==> src/rtl/alu_exec_unit.sv <==
// alu_exec_unit: registered ALU execute stage.
// Accepts {alu_control, src_a, src_b} over valid/ready, computes result/zero/illegal,
// and returns them through a 2-entry in-order output buffer with its own valid/ready.
// Optional macro ALU_OVERFLOW_EN adds a per-entry signed overflow flag and port.
module alu_exec_unit #(
    parameter int unsigned WIDTH = 32
) (
    input  logic             clk,
    input  logic             rst_n,
    input  logic             in_valid,
    output logic             in_ready,
    input  logic [2:0]       alu_control,
    input  logic [WIDTH-1:0] src_a,
    input  logic [WIDTH-1:0] src_b,
    output logic             out_valid,
    input  logic             out_ready,
    output logic [WIDTH-1:0] result,
    output logic             zero,
`ifdef ALU_OVERFLOW_EN
    output logic             overflow,
`endif
    output logic             illegal
);

`ifdef ALU_OVERFLOW_EN
    localparam int unsigned EntryW = WIDTH + 3;
`else
    localparam int unsigned EntryW = WIDTH + 2;
`endif
    localparam int unsigned Msb = WIDTH - 1;

    localparam logic [2:0] OpAdd = 3'b000;
    localparam logic [2:0] OpSub = 3'b001;
    localparam logic [2:0] OpAnd = 3'b010;
    localparam logic [2:0] OpOr  = 3'b011;
    localparam logic [2:0] OpSlt = 3'b101;

    logic [WIDTH-1:0]  sum, diff, res;
    logic              sub_ovf, ill;
    logic [EntryW-1:0] entry_new, head;
    logic [EntryW-1:0] mem_q [2];
    logic              wr_ptr_q, rd_ptr_q;
    logic [1:0]        count_q, count_d;
    logic              push, pop;

    // Datapath: decode the op code and compute the result for the incoming request.
    always_comb begin
        sum     = src_a + src_b;
        diff    = src_a - src_b;
        sub_ovf = (src_a[Msb] != src_b[Msb]) && (diff[Msb] != src_a[Msb]);
        res     = '0;
        ill     = 1'b0;
        case (alu_control)
            OpAdd:   res = sum;
            OpSub:   res = diff;
            OpAnd:   res = src_a & src_b;
            OpOr:    res = src_a | src_b;
            // Signed less-than: sign of the difference corrected by subtraction overflow.
            OpSlt:   res = WIDTH'(diff[Msb] ^ sub_ovf);
            default: ill = 1'b1;
        endcase
    end

`ifdef ALU_OVERFLOW_EN
    logic add_ovf, ovf;

    // Signed overflow is only meaningful for add and sub; every other code reports 0.
    always_comb begin
        add_ovf = (src_a[Msb] == src_b[Msb]) && (sum[Msb] != src_a[Msb]);
        ovf     = 1'b0;
        if (alu_control == OpAdd) begin
            ovf = add_ovf;
        end else if (alu_control == OpSub) begin
            ovf = sub_ovf;
        end
    end

    assign entry_new = {ovf, ill, (res == '0), res};
    assign overflow  = head[WIDTH+2];
`else
    assign entry_new = {ill, (res == '0), res};
`endif

    // Handshake decode uses registered count only, so in_ready never depends on out_ready.
    assign in_ready  = (count_q != 2'd2);
    assign out_valid = (count_q != 2'd0);
    assign push      = in_valid && in_ready;
    assign pop       = out_valid && out_ready;

    assign head    = mem_q[rd_ptr_q];
    assign result  = head[WIDTH-1:0];
    assign zero    = head[WIDTH];
    assign illegal = head[WIDTH+1];

    // Occupancy next state; simultaneous push and pop leaves the count unchanged.
    always_comb begin
        count_d = count_q + {1'b0, push} - {1'b0, pop};
    end

    // Buffer storage, pointers and count; reset clears every entry so outputs read 0.
    always_ff @(posedge clk or negedge rst_n) begin
        if (!rst_n) begin
            mem_q[0] <= '0;
            mem_q[1] <= '0;
            wr_ptr_q <= 1'b0;
            rd_ptr_q <= 1'b0;
            count_q  <= 2'd0;
        end else begin
            if (push) begin
                mem_q[wr_ptr_q] <= entry_new;
                wr_ptr_q        <= ~wr_ptr_q;
            end
            if (pop) begin
                rd_ptr_q <= ~rd_ptr_q;
            end
            count_q <= count_d;
        end
    end

endmodule

==> config.mk <==
export PLATFORM = sky130hd
export DESIGN_NAME = alu_exec_unit
export DESIGN_NICKNAME = d
export VERILOG_FILES = /design/src/rtl/alu_exec_unit.sv
export SDC_FILE = /design/constraint.sdc
export NUM_CORES = 1
export LEC_CHECK = 0
export CORE_UTILIZATION = 35
export DETAILED_ROUTE_END_ITERATION = 8
export PLACE_DENSITY = 0.64
export RECOVER_POWER = 25
export SKIP_LAST_GASP = 1
export SYNTH_ARGS = -nofsm -noshare
export SYNTH_HDL_FRONTEND = slang
export SYNTH_SLANG_ARGS = --single-unit
==> constraint.sdc <==
create_clock -name clk -period 1.8 [get_ports clk]
set_input_delay 0.54 -clock clk [delete_from_list [all_inputs] [get_ports clk]]
set_output_delay 0.54 -clock clk [all_outputs]
set_load 0.01 [all_outputs]
==> results.cfg, run 1 <==
[worst_hold_path]
hold_path.class = in -> async

[placed_design]
io_buffers = 106
dpl.hpwl_microns = 27200
gp_congestion = 0.966

[routing]
drt-initial-drc-count = 819
routed_wirelength_microns = 36500
viasPerCell = 5.40
vias = 10900
drtPass1Iterations = 5
drc_errors = 0
ant_nets = 0
wire_per_inst_microns = 18.1

[clocking]
clkSinkCount = 72
cts_buffer_depth = 2
path_clk_slew_ps = 50
clock_tree.root_cell = clkbuf_16
htree_levels = 3
clock_latency_ps = 330
cts_buffers = 9
cts_tree = yes
cts_hold_buf = 0

[yosys]
synth_compound_area_share_pct = 25.7
synth.cell_area_sq_um = 8670
yosysUniqueCellTypes = 82
syn_area_per_cell_sq_um = 7.62
syn-num-nets = 1314
yosys_warnings = 0
synthAdderAreaFrac_pct = 15.4
synth_enable_flop_cells = 0
synthArstFlopShare_pct = 100
synthCells = 1138
synthXorXnorAreaFrac_pct = 1.52
yosysTopAreaCellShare_pct = 20.8
yosys.area_share.simple_pct = 21.6
synth.area.top_cells = dfrtp_1 21%, ha_1 15%, mux2_2 7.0%
yosys_register_bits = 72
synth.area.mux_share_pct = 7.59
synth_top_area_cell = dfrtp_1
synth_top_family_by_area = compound AO/OA/AOI/OAI gates
ys_dominant_reg_cell = dfrtp_1
seq_area_frac_synth_pct = 20.8

[power]
vdd_drop_max_mv = 1.08
power_leakage_nw = 7.44
p_total_w = 0.0126
powerDensity_nw_per_um2 = 774

[layout]
post-route-util_pct = 67.0
fillers = 1930
seq_area_sq_um = 1800
area_delta_synth_final_pct = 88.1
drive_above_1_share_pct = 55.0
multi_input_area_sq_um = 8110
layout.nets = 1857
antenna_cells = 0

[critical_path]
arrival_ps = 4180
end_kind = flip-flop
cp.required_ps = 2040
critPathLaunchType = input pin
crit_type = in -> reg
cp_max_fo = 2

[floorplan]
core_area_sq_um = 24300
initial_core_util_pct = 35.6
num_io_pins = 107
die_h_microns = 159
dieWidth_microns = 159
num_rows = 57
die_area_sq_um = 25400

[timing]
rsz0062_at_grt = yes
final.setup.tns_ps = -89310
finClkSkew_ps = 2.61
drv_slew = 0
worstMarginPinSlew_ps = 807
setup_viol = 102
relSlewSlack_pct = 46.2
max_freq_mhz = 254
setup_ws_ps = -2140
whs_ps = 220
period_share_pct = 219
min_period_ps = 3940
hold_viol = 0

[run]
drv_cap = 0

[global_route]
grt_overflow_total = 0
grt_pass1_wl_microns = 55800
grt_pass1_vias = 10600
antenna_found_initial = 0
grt_usage_pct = 27.4
grt_max_degree = 61

[run_status]
violations = setup timing
outcome = finished, violations left
==> final timing paths <==
| check | from | endpoint | slack, ps | depth (start not counted) |
|---|---|---|---|---|
| worst max-delay path | src_a[1] | mem_q[66] | -2140 | 20 |
| worst min-delay path | rst_n | mem_q[38] | 220 | 1 |
| worst max register to register | count_q[1] | count_q[1] | 50 | 7 |
| worst min register to register | mem_q[51] | mem_q[51] | 470 | 2 |
| max in group asynchronous | rst_n | rd_ptr_q | 210 | 2 |
| min in group clk | mem_q[51] | mem_q[51] | 470 | 2 |
==> sequential cells by signal, indices dropped and copies added (netlist names) <==
signal,count
count_q,2
mem_q,68
rd_ptr_q,1
wr_ptr_q,1
==> per-stage QoR <==
stage          setup slack (ps)  instance area (sq um)  instances
2_1_floorplan             -2410                   9370       1138
3_3_place_gp              -3140                  13500       1898
3_5_place_dp              -3290                  13500       1898
4_1_cts                   -2470                  15300       1976
5_1_grt                   -2320                  16300       2009
6_report                  -2140                  16300       2009
==> layer usage <==
layer	part of all wire (%)	vias up	global-route usage, %
li1	-	5168	-
met5	0	-	0
met1	43	5208	36.9
met3	5.2	85	1.95
met4	3.0	0	10.0
met2	49	392	45.8
==> cell usage in the layout (no fill, tap or decap), types with 13 or more instances in the layout <==
master	netlist	final
ha_4	0	38
o211ai_1	19	19
o21ai_0	69	32
clkdlybuf4s50_1	0	42
nand2_1	155	146
inv_4	0	20
a211oi_1	25	13
o21ai_2	0	13
nor2_1	78	61
buf_6	1	94
inv_1	93	34
dfrtp_1	72	71
o21ai_1	2	23
a21oi_1	83	49
a21oi_4	0	13
nand4_1	13	13
inv_2	3	33
mux2_2	54	43
nand2b_1	17	13
ha_1	102	62
a21oi_2	3	24
nand3_1	24	16
nor3_1	25	18
buf_4	1	408
==> layout make-up <==
cell class,count,share of cell area [%]
repair buffers,598,31.7
multi-input cells,904,49.8
well taps,324,2.49
inverters,96,3.06
clock inverters,3,0.399
flip-flops and latches,72,11.1
clock buffers,12,1.57
==> cell usage after synthesis (all sizes together) (4+ instances only) <==
master   instances
nand2          155
ha             102
inv             96
a21oi           86
nor2            79
dfrtp           72
o21ai           71
mux2            54
clkbuf          34
buf             32
a211oi          25
nor3            25
nand3           24
o211ai          20
o31ai           20
nor4            19
nand2b          17
nor2b           15
a31oi           13
nand4           13
a21o            11
or3             11
xnor2           10
and2             8
or4              8
o22ai            7
a221oi           6
a211o            5
a311oi           5
a31o             5
mux2i            5
o21bai           5
o221ai           5
o311ai           5
or2              5
xor2             5
a2111oi          4
o21a             4
==> cells by family (layout without fill, tap and decap cells) <==
group | Yosys count | in the layout
AO/OA/AOI/OAI | 331 | 331
XOR/XNOR | 15 | 15
adder cells (fa/ha/maj) | 105 | 105
buffers and inverters | 162 | 709
flip-flops | 72 | 72
multiplexers | 59 | 59
AND/OR/NAND/NOR | 394 | 394
==> critical path, cell delays in order <==
cell,delay [ps]
buf_8,80
clkinvlp_4,90
ha_4,290
nor2_4,40
o311ai_4,360
a31oi_4,170
a211oi_4,370
nor4_4,50
or3_4,340
a21oi_2,150
nor2_2,50
nor2_1,110
fa_1,170
nor2_1,40
a21oi_1,110
nor2_1,60
a21oi_2,110
or4b_1,430
or4_4,450
o31ai_2,190
==> report_power, final <==
part	switching, W	internal, W
logic	0.00368	0.00430
clock network	0.000619	0.00128
registers	0.000404	0.00234
total	0.00470	0.00791
==> what timing repair did <==
| action | CTS | global route |
|---|---|---|
| pin swaps | 107 | 112 |
| cloned | 0 | 3 |
| gates resized for setup | 457 | 203 |
| setup buffers | 72 | 47 |
| endpoints found under the setup margin | 102 | 105 |
Note: power is estimated with default switching activity, not from simulation.
==> inputs of run 2 (changes only) <==
--- a/config.mk
+++ b/config.mk
@@ -7,6 +7,7 @@
 export LEC_CHECK = 0
 export CORE_UTILIZATION = 35
 export DETAILED_ROUTE_END_ITERATION = 8
+export HOLD_SLACK_MARGIN = 0.02
 export PLACE_DENSITY = 0.64
 export RECOVER_POWER = 25
 export SKIP_LAST_GASP = 1
==> results of run 2 <==
The final DEF is identical to that of run 1; final timing and power are the same.
